===== src/rtl/instr_fetch.sv =====
`default_nettype none
// instr_fetch: fetches an opcode and its optional immediate byte from program memory,
// presents the instruction to decode, and applies taken-branch PC redirects.
module instr_fetch #(
   parameter logic [7:0] RESET_PC = 8'h00,
   parameter logic [3:0] OP_CPY   = 4'h2,
   parameter logic [3:0] OP_JEQ   = 4'hC,
   parameter logic [3:0] OP_JMP   = 4'hD
) (
   input  logic       clk,
   input  logic       rst_n,
   output logic [7:0] imem_addr,
   output logic       imem_req,
   input  logic       imem_ack,
   input  logic [7:0] imem_rdata,
   output logic [7:0] instr,
   output logic [7:0] imm,
   output logic       has_imm,
   output logic [7:0] instr_pc,
   output logic       out_valid,
   input  logic       out_ready,
   input  logic       branch_en,
   input  logic [7:0] branch_target
);

   typedef enum logic [1:0] {
      FETCH_OP  = 2'd0,
      FETCH_IMM = 2'd1,
      VALID     = 2'd2
   } state_t;

   state_t     state;
   logic [7:0] pc;
   logic       needs_imm;

   // CPY carries an immediate only in its rd == rs form.
   assign needs_imm = (imem_rdata[7:4] == OP_JEQ) ||
                      (imem_rdata[7:4] == OP_JMP) ||
                      ((imem_rdata[7:4] == OP_CPY) && (imem_rdata[3:2] == imem_rdata[1:0]));

   assign imem_addr = pc;
   assign imem_req  = rst_n && (state != VALID);

   always_ff @(posedge clk) begin
      if (!rst_n) begin
         pc        <= RESET_PC;
         state     <= FETCH_OP;
         out_valid <= 1'b0;
         instr     <= 8'h00;
         imm       <= 8'h00;
         has_imm   <= 1'b0;
         instr_pc  <= 8'h00;
      end else if (branch_en) begin
         // Redirect wins over any ack or handshake in the same cycle.
         pc        <= branch_target;
         state     <= FETCH_OP;
         out_valid <= 1'b0;
         has_imm   <= 1'b0;
      end else begin
         case (state)
            FETCH_OP: begin
               if (imem_ack) begin
                  instr    <= imem_rdata;
                  instr_pc <= pc;
                  pc       <= pc + 8'd1;
                  has_imm  <= needs_imm;
                  imm      <= 8'h00;
                  if (needs_imm) begin
                     state <= FETCH_IMM;
                  end else begin
                     state     <= VALID;
                     out_valid <= 1'b1;
                  end
               end
            end
            FETCH_IMM: begin
               if (imem_ack) begin
                  imm       <= imem_rdata;
                  pc        <= pc + 8'd1;
                  state     <= VALID;
                  out_valid <= 1'b1;
               end
            end
            VALID: begin
               if (out_ready) begin
                  state     <= FETCH_OP;
                  out_valid <= 1'b0;
               end
            end
            default: begin
               state     <= FETCH_OP;
               out_valid <= 1'b0;
            end
         endcase
      end
   end

endmodule
`default_nettype wire


===== config.mk =====
export PLATFORM = sky130hd
export DESIGN_NAME = instr_fetch
export DESIGN_NICKNAME = d
export VERILOG_FILES = /design/src/rtl/instr_fetch.sv
export SDC_FILE = /design/constraint.sdc
export NUM_CORES = 1
export LEC_CHECK = 0
export ABC_CLOCK_PERIOD_IN_PS = 1600
export CORE_AREA = 2 2 71 73
export DETAILED_ROUTE_END_ITERATION = 16
export DIE_AREA = 0 0 73 75
export GPL_TIMING_DRIVEN = 0
export PLACE_DENSITY = 0.73
export REMOVE_ABC_BUFFERS = 1
export SLEW_MARGIN = 20
export SYNTH_ARGS = -nofsm -noshare
export SYNTH_HDL_FRONTEND = slang
export SYNTH_SLANG_ARGS = --single-unit

===== constraint.sdc =====
create_clock -name clk -period 1.6 [get_ports clk]
set_input_delay 0.32 -clock clk [delete_from_list [all_inputs] [get_ports clk]]
set_output_delay 0.32 -clock clk [all_outputs]
set_load 0.005 [all_outputs]

==> impl_metrics.py, run 1 <==
metrics = {
    "floorplan": {
        "die_y_um": 75,
        "die_area_mm2": 0.005475,
        "rows": 25,
        "die_x_um": 73,
        "initial_core_util": 0.3388,
        "coreArea_mm2": 0.004661,
        "pin_count": 56,
    },
    "sta": {
        "slew_headroom": 0.6975,
        "hold_ws_ns": 0.4236,
        "clock-skew-final_ns": 0.002078,
        "worstMarginPinSlew_ns": 0.4538,
        "post-route-min-period_ns": 1.531,
        "setup_ws_ns": 0.06855,
        "finalMaxSlewViolations": 0,
        "setup_viol": 0,
        "finalHoldViolCount": 0,
        "max_freq_ghz": 0.6530,
        "post-route-period-util": 0.9572,
        "rsz0062_at_grt": "no",
    },
    "power": {
        "p_per_area_mw_per_mm2": 838.6,
        "p_total_w": 0.001925,
        "power.leakage_nw": 0.8172,
        "ir_worst_vdd_mv": 0.2897,
    },
    "worst_setup_path": {
        "endpoint_kind": "output port",
        "start_kind": "flop",
        "r2r-start": "imem_addr[1]",
        "crit_start": "imem_addr[2]",
        "ff2ff_path_depth": 4,
        "path_class": "flop to output port",
        "cp.required_ns": 1.28,
        "cp.arrival_ns": 1.21,
        "path_buf_inv": 1,
        "slowest_stage": "clkdlybuf4s50_1",
        "crit_family": "buffers and inverters",
        "worstReg2RegEnd": "imem_addr[7]",
        "setup.reg_to_reg.worst_slack_ns": 0.25,
        "crit_chain": "clkdlybuf4s50_1",
        "slowest_delay_ns": 0.52,
        "crit_fanout": 7,
    },
    "worst_hold_path": {
        "worstHoldStart": "rst_n",
        "min_path_cells": 2,
        "min_path_type": "input pin to flop",
        "worstHoldEndpoint": "imem_addr[4]",
    },
    "synthesis": {
        "synth_area_leader_cell": "dfxtp_1",
        "ys_ff_latch": 36,
        "synth_cell_types": 37,
        "synth_compound_area_frac": 0.1838,
        "synthMuxAreaShare": 0.006339,
        "synth_top_family_by_area": "simple AND/OR/NAND/NOR gates",
        "synth-async-reset-ratio": 0,
        "ys_seq_area_frac": 0.4564,
        "synth_top_area_share": 0.4564,
        "synthTopCellsByArea": "dfxtp_1 (46%), a21boi_0 (11%), nand2_1 (10%)",
        "synth-xor-area-share": 0.04992,
        "yosysWarningCount": 0,
        "syn-instance-count": 186,
        "synth_fa_ha_area_frac": 0.007924,
        "synth_top_flop_cell": "dfxtp_1",
        "yosys.area_share.simple": 0.2599,
        "syn_avg_cell_area_um2": 8.489,
        "syn_area_mm2": 0.001579,
        "synth_edf_count": 0,
    },
    "drt": {
        "drcViolationCount": 0,
        "postRouteWirelength_um": 3761,
        "wl_per_cell_um": 12.71,
        "vias_per_cell": 4.834,
        "first_pass_iters": 4,
        "vias": 1431,
        "ant_nets": 0,
        "first_iter_violations": 40,
    },
    "clock_tree": {
        "clock-root-buffer": "clkbuf_8",
        "clk_pin_slew_ns": 0.07,
        "cts-htree-levels": 2,
        "cts.sinks": 36,
        "clkLatencyLatePin_ns": 0.28,
        "numCtsBuffers": 5,
        "cts_tree": "built",
        "cts_buffer_depth": 2,
        "ctsHoldBuffers": 0,
    },
    "placed_design": {
        "preCtsSetupSlack_ns": -0.9575,
        "dp_hpwl_um": 2713,
        "placed_cell_area_mm2": 0.002148,
        "numPortBuffers": 55,
        "gp_congestion": 0.7718,
    },
    "layout": {
        "layout-drive-gt1-share": 0.09504,
        "antenna-diode-count": 0,
        "final_common_cell": "clkdlybuf4s50_1",
        "area_delta_synth_final_pct": 45.40,
        "design_area_mm2": 0.002296,
        "nets": 264,
        "layout_common_cells": "clkdlybuf4s50_1 (51), nand2_1 (44), dfxtp_1 (30)",
    },
    "global_route": {
        "grt_pass1_vias": 1287,
        "grt_overflow": 0,
        "grt_pass1_wl_um": 6127,
        "grt_max_degree": 36,
        "antenna_found_initial": 0,
        "grt.total_usage": 0.1462,
    },
    "flow_run": {
        "maxCapViolations": 0,
    },
    "status": {
        "status": "complete, no violations",
    },
}
-- how the worst max path moves through the flow --
stage | to | slack [ns] | cells after the start
final | imem_addr[2] | 0.07 | 1
after CTS | imem_addr[4] | 0.02 | 1
after global routing | imem_addr[1] | 0.009 | 1
after global placement | imem_req | -0.98 | 3
after floorplan | instr[0] | 0.26 | 4
after detailed placement | imem_req | -0.96 | 3
-- metrics by stage --
stage / setup TNS (ns) / cells / util
detailed placement: -15.18 / 285 / 0.4609
finish: 0 / 296 / 0.4926
global placement: -14.89 / 285 / 0.4609
floorplan: 0 / 176 / -
CTS: 0 / 296 / 0.4894
global route: 0 / 296 / 0.4926
-- power breakdown --
group | internal [W] | switching, W | total (W)
clock network | 0.000383 | 0.000305 | 0.000688
logic | 0.000157 | 0.000114 | 0.000272
registers | 0.000931 | 0.0000339 | 0.000965
total | 0.00147 | 0.000453 | 0.00193
-- flip-flops by register name (all words and copies together) (netlist names) --
name and count:
has_imm 1, out_valid 1, instr 8, state 2, instr_pc 8, imm 8, imem_addr 8
-- final cells by class --
cell class / count / area [um2]
fillers: 454 / 2365
repair buffers: 59 / 574.3
flip-flops and latches: 36 / 730.7
multi-input cells: 138 / 819.5
well taps: 54 / 67.56
clock buffers: 7 / 96.34
inverters: 2 / 7.507
-- logic make-up (layout without fill, tap and decap cells) --
group | Yosys count | count (layout)
multiplexers | 1 | 1
buffers and inverters | 12 | 68
AND/OR/NAND/NOR | 84 | 84
AO/OA/AOI/OAI | 43 | 43
adder cells (fa/ha/maj) | 1 | 1
flip-flops | 36 | 36
XOR/XNOR | 9 | 9
-- routing by layer --
metal,vias up,track usage,routed length (um)
met4,0,0.07407,77
met5,-,0,0
met3,7,0.03481,142
li1,740,-,-
met2,33,0.2302,1797
met1,651,0.1873,1743
-- cell usage after synthesis, types with 2 or more instances --
| master | number |
|---|---|
| clkbuf_1 | 6 |
| and2_1 | 4 |
| buf_2 | 2 |
| nand4_1 | 3 |
| a21boi_0 | 23 |
| xnor2_1 | 5 |
| o21ai_0 | 8 |
| xor2_1 | 4 |
| nand2_1 | 44 |
| dfxtp_1 | 36 |
| nand2b_1 | 4 |
| nand3_1 | 9 |
| inv_1 | 2 |
| a21oi_1 | 5 |
| nor2_1 | 8 |
| nor2b_1 | 2 |
-- repair_timing --
action,in CTS,in global routing
setup endpoints to repair,32,3
setup buffers,4,0
pin swaps,1,2
gates resized for setup,15,4
No activity file was read; power rests on OpenSTA's default activity.
==> run 2, diff against run 1 <==
Settings changed: ABC_AREA set to 1, CORE_AREA 2 2 71 73 to 2 2 70 72, DIE_AREA 0 0 73 75 to 0 0 72 74, SLEW_MARGIN 20 to unset.
==> impl_metrics.py, run 2 <==
metrics = {
    "status": {
        "status": "complete, no violations",
    },
    "synthesis": {
        "ys_seq_area_frac": 0.4675,
        "synth_top_flop_cell": "dfxtp_1",
        "synth_edf_count": 0,
        "ys_ff_latch": 36,
        "synth_top_area_share": 0.4675,
        "syn-instance-count": 209,
        "syn_avg_cell_area_um2": 7.375,
        "synth_cell_types": 23,
        "syn_area_mm2": 0.001541,
        "synth-async-reset-ratio": 0,
        "yosys-top-cells-count": "nand2_1 (44), dfxtp_1 (36), a21oi_1 (26)",
        "synth_most_common_cell": "nand2_1",
        "yosysWarningCount": 0,
        "synth_area_leader_cell": "dfxtp_1",
        "synthTopCellsByArea": "dfxtp_1 (47%), nand2_1 (11%), a21oi_1 (8.4%)",
    },
    "clock_tree": {
        "cts_buffer_depth": 2,
        "cts_tree": "built",
        "cts.sinks": 36,
        "cts-htree-levels": 2,
        "numCtsBuffers": 5,
        "clk_pin_slew_ns": 0.07,
        "clock-root-buffer": "clkbuf_8",
        "ctsHoldBuffers": 0,
        "clkLatencyLatePin_ns": 0.28,
    },
    "placed_design": {
        "numPortBuffers": 55,
        "gp_congestion": 0.7645,
        "dp.cells": 311,
        "dp_hpwl_um": 2712,
        "placed_cell_area_mm2": 0.002122,
    },
    "floorplan": {
        "die_x_um": 72,
        "rows": 25,
        "initial_core_util": 0.3352,
        "die_y_um": 74,
        "pin_count": 56,
        "coreArea_mm2": 0.004598,
        "die_area_mm2": 0.005328,
    },
    "layout": {
        "fill_cells": 459,
        "post-route-util": 0.4974,
        "antenna-diode-count": 0,
        "layout_common_cells": "clkdlybuf4s50_1 (51), nand2_1 (44), dfxtp_1 (30)",
        "nets": 291,
        "area_delta_synth_final_pct": 48.38,
        "final_common_cell": "clkdlybuf4s50_1",
        "design_area_mm2": 0.002287,
        "fin_cells": 324,
        "layout-drive-gt1-share": 0.1185,
    },
    "worst_setup_path": {
        "crit_family": "buffers and inverters",
        "slowest_stage": "clkdlybuf4s50_1",
        "setup.reg_to_reg.worst_slack_ns": 0.30,
        "cp.required_ns": 1.28,
        "crit_fanout": 5,
        "slowest_delay_ns": 0.54,
        "start_kind": "flop",
        "path_buf_inv": 1,
        "cp.arrival_ns": 1.23,
        "path_class": "flop to output port",
        "endpoint_kind": "output port",
        "crit_chain": "clkdlybuf4s50_1",
    },
    "global_route": {
        "grt_max_degree": 29,
        "grt_pass1_vias": 1440,
        "grt_pass1_wl_um": 6382,
        "grt.total_usage": 0.1540,
        "grt_overflow": 0,
        "antenna_found_initial": 0,
    },
    "flow_run": {
        "maxCapViolations": 0,
    },
    "power": {
        "p_per_area_mw_per_mm2": 855.0,
        "power.leakage_nw": 0.9013,
        "ir_worst_vdd_mv": 0.4551,
    },
    "sta": {
        "setup_viol": 0,
        "hold_ws_ns": 0.3715,
        "slew_headroom": 0.6290,
        "rsz0062_at_grt": "no",
        "worstMarginPinSlew_ns": 0.5544,
        "finalHoldViolCount": 0,
        "finalMaxSlewViolations": 0,
        "post-route-period-util": 0.9708,
        "max_freq_ghz": 0.6438,
        "post-route-min-period_ns": 1.553,
        "clock-skew-final_ns": 0.005977,
    },
    "drt": {
        "vias_per_cell": 4.790,
        "first_pass_iters": 4,
        "wl_per_cell_um": 11.82,
        "ant_nets": 0,
        "postRouteWirelength_um": 3831,
        "drcViolationCount": 0,
        "vias": 1552,
        "first_iter_violations": 90,
    },
    "worst_hold_path": {
        "min_path_type": "input pin to flop",
    },
}
[run 2: cell types whose count changed after synthesis, sizes merged, moves of 6 or more]
cell / delta
a21boi: -24
nor2: +10
nand3: +6
o21ai: +15
a21oi: +21
inv: +22
[run 2: layer usage]
layer | wire length, um | GRT usage | share of wire | vias to the layer above
met3 | 227 | 0.05014 | 0.059 | 4
met1 | 1789 | 0.1879 | 0.47 | 695
met5 | 0 | 0 | 0 | -
met2 | 1783 | 0.2593 | 0.47 | 45
met4 | 31 | 0.05031 | 0.0081 | 0
li1 | - | - | - | 808
[run 2: layout make-up]
type	instances	area [um2]	share of cell area
Clock buffer	6	82.58	0.03611
Clock inverter	2	10.01	0.004376
Inverter	24	108.9	0.04759
Multi-Input combinational cell	142	700.7	0.3063
Sequential cell	36	728.2	0.3184
Tap cell	54	67.56	0.02954
Timing Repair Buffer	60	589.3	0.2577
[run 2: per-stage QoR]
stage	setup slack [ns]	setup TNS [ns]	power, W
floorplan	0.2492	0	0.001113
global placement	-1.163	-16.13	0.001295
detailed placement	-1.180	-17.02	0.001298
CTS	0.01493	0	0.001970
global route	0.004144	0	0.002060
finish	0.04674	0	0.001956
[run 2: power breakdown]
| part | switching, W | internal [W] | total (W) | leakage, nW |
|---|---|---|---|---|
| registers | 0.0000346 | 0.000943 | 0.000977 | 0.297 |
| clock network | 0.000316 | 0.000343 | 0.000659 | 0.0510 |
| logic | 0.000147 | 0.000172 | 0.000320 | 0.553 |
[run 2: kinds of logic after synthesis]
kind of cell / share of synthesized area
buf+inv: 0.08279
flops: 0.4675
simple gates: 0.2378
xor+xnor: 0.01705
compound gates: 0.1867
fa+ha+maj: 0.008116
[run 2: worst paths after layout]
| kind | cells past startpoint | startpoint | end |
|---|---|---|---|
| max | 1 | imem_addr[0] | imem_addr[0] |
| min | 4 | imem_ack | state[0] |
| max reg2reg | 7 | state[1] | instr[2] |
| min reg2reg | 2 | imm[1] | imm[1] |
[run 2: worst min-delay path: stages]
cell	delay, ns
dlymetal6s2s_1	0.12
inv_2	0.06
nand2_1	0.07
a21oi_1	0.06
[run 2: what timing repair did]
item,CTS,global route
endpoints found under the setup margin,32,19
resized for setup,16,10
buffers inserted,4,1
pin swaps,1,2
==> run 3, diff against run 2 <==
Settings changed: ABC_CLOCK_PERIOD_IN_PS 1600 to 1800.
Clock period 1.6 ns to 1.8 ns, I/O delays scaled along.
==> impl_metrics.py, run 3 (synthesis results as in run 2) <==
metrics = {
    "layout": {
        "seqCellArea_um2": 721.9,
        "layout_common_cells": "clkdlybuf4s50_1 (53), nand2_1 (44), dfxtp_1 (35)",
        "nets": 290,
        "layout-drive-gt1-share": 0.08550,
        "multi_input_area_um2": 696.9,
        "final_common_cell": "clkdlybuf4s50_1",
        "post-route-util": 0.4903,
        "fill_cells": 457,
        "area_delta_synth_final_pct": 46.27,
        "antenna-diode-count": 0,
    },
    "drt": {
        "vias": 1532,
        "wl_per_cell_um": 11.56,
        "first_pass_iters": 4,
        "vias_per_cell": 4.743,
        "postRouteWirelength_um": 3734,
        "drcViolationCount": 0,
        "first_iter_violations": 73,
        "ant_nets": 0,
    },
    "floorplan": {
        "die_area_mm2": 0.005328,
        "rows": 25,
        "die_x_um": 72,
        "pin_count": 56,
        "coreArea_mm2": 0.004598,
        "initial_core_util": 0.3352,
        "die_y_um": 74,
    },
    "worst_setup_path": {
        "slowest_delay_ns": 0.51,
        "slowest_stage": "clkdlybuf4s50_1",
        "start_kind": "flop",
        "endpoint_kind": "output port",
        "crit_chain": "inv_1 > a21oi_2 > clkdlybuf4s50_1",
        "path_class": "flop to output port",
        "cp.arrival_ns": 1.38,
        "crit_fanout": 5,
        "cp.required_ns": 1.44,
    },
    "clock_tree": {
        "cts.sinks": 36,
        "cts-htree-levels": 2,
        "clkLatencyLatePin_ns": 0.28,
        "clock-root-buffer": "clkbuf_8",
        "numCtsBuffers": 5,
        "clk_pin_slew_ns": 0.07,
        "ctsHoldBuffers": 0,
        "cts_buffer_depth": 2,
        "cts_tree": "built",
    },
    "sta": {
        "setup_viol": 0,
        "post-route-period-util": 0.9640,
        "worstMarginPinSlew_ns": 0.5590,
        "slew_headroom": 0.6259,
        "finalMaxSlewViolations": 0,
        "post-route-min-period_ns": 1.735,
        "rsz0062_at_grt": "no",
        "hold_ws_ns": 0.4326,
        "max_freq_ghz": 0.5763,
        "finalHoldViolCount": 0,
        "clock-skew-final_ns": 0.005533,
    },
    "power": {
        "switching_share": 0.2534,
        "combinationalPowerShare": 0.161,
        "p_sw_w": 0.0004386,
        "p_per_area_mw_per_mm2": 767.7,
        "power.internal_w": 0.001292,
        "clkPwrFrac": 0.339,
        "power_frac_seq": 0.501,
        "ir_worst_vdd_mv": 0.4188,
        "power.leakage_nw": 0.8808,
    },
    "worst_hold_path": {
        "min_path_type": "input pin to flop",
    },
    "status": {
        "status": "complete, no violations",
    },
    "global_route": {
        "antenna_found_initial": 0,
        "grt_max_degree": 29,
        "grt_pass1_vias": 1426,
        "grt_overflow": 0,
        "grt_pass1_wl_um": 6265,
        "grt.total_usage": 0.1503,
    },
    "placed_design": {
        "dp_hpwl_um": 2712,
        "gp_congestion": 0.7645,
        "numPortBuffers": 55,
    },
    "flow_run": {
        "maxCapViolations": 0,
    },
}
==> run 3: changes by cell type in the layout (fill, tap and decap cells not counted), moves of 2 or more <==
cell	previous run	this run
clkdlybuf4s50_1	51	53
dfxtp_1	30	35
dfxtp_2	6	1
inv_1	19	21
==> run 3: worst paths after layout <==
kind	from	endpoint	slack [ns]	depth (start not counted)
worst min-delay path	rst_n	instr[0]	0.43	3
worst max register to register	state[1]	instr_pc[2]	0.39	7
worst max-delay path	state[0]	imem_req	0.06	3
worst min register to register	imm[1]	imm[1]	0.46	2
==> run 3: timing repair <==
item,CTS,global route
pin swaps,0,1
buffers inserted,1,3
resized for setup,10,2
setup endpoints to repair,17,17
==> run 3: layout make-up <==
class	instances	share of cell area
clock buffer	6	0.03663
clock inverter	2	0.004440
inverter	24	0.04384
multi-input combinational	142	0.3091
sequential	36	0.3202
tap	54	0.02997
timing repair buffer	59	0.2558
==> run 3: critical path: cells and delay by family, from the launching register on <==
kind	cells	cell delay [ns]
compound gates	1	0.13
buf+inv	2	0.61
flops	1	0.35
==> run 3: layer usage <==
metal | track usage | up-vias | wire (um)
met5 | 0 | - | 0
met4 | 0.05031 | 0 | 49
met3 | 0.05014 | 6 | 228
met2 | 0.2510 | 46 | 1687
met1 | 0.1837 | 677 | 1768
li1 | - | 803 | -
==> run 3: power groups by stage <==
stage | combinational [W] | sequential (W) | clock [W]
after floorplan | 0.000106 | 0.000884 | 0
after global placement | 0.000266 | 0.000884 | 0
after detailed placement | 0.000269 | 0.000884 | 0
after CTS | 0.000274 | 0.000867 | 0.000603
after global routing | 0.000309 | 0.000872 | 0.000638
final | 0.000278 | 0.000867 | 0.000586
==> run 3: metrics by stage <==
stage / power (W) / cells / worst slack (ns) / instance area [um2] / setup TNS, ns
2_1_floorplan: 0.0009892 / 202 / 0.4203 / 1504 / 0
3_3_place_gp: 0.001151 / 311 / -1.043 / 2122 / -10.85
3_5_place_dp: 0.001154 / 311 / -1.060 / 2122 / -11.70
4_1_cts: 0.001744 / 320 / 0.02309 / 2226 / 0
5_1_grt: 0.001819 / 323 / 0.02031 / 2255 / 0
6_report: 0.001731 / 323 / 0.06485 / 2255 / 0
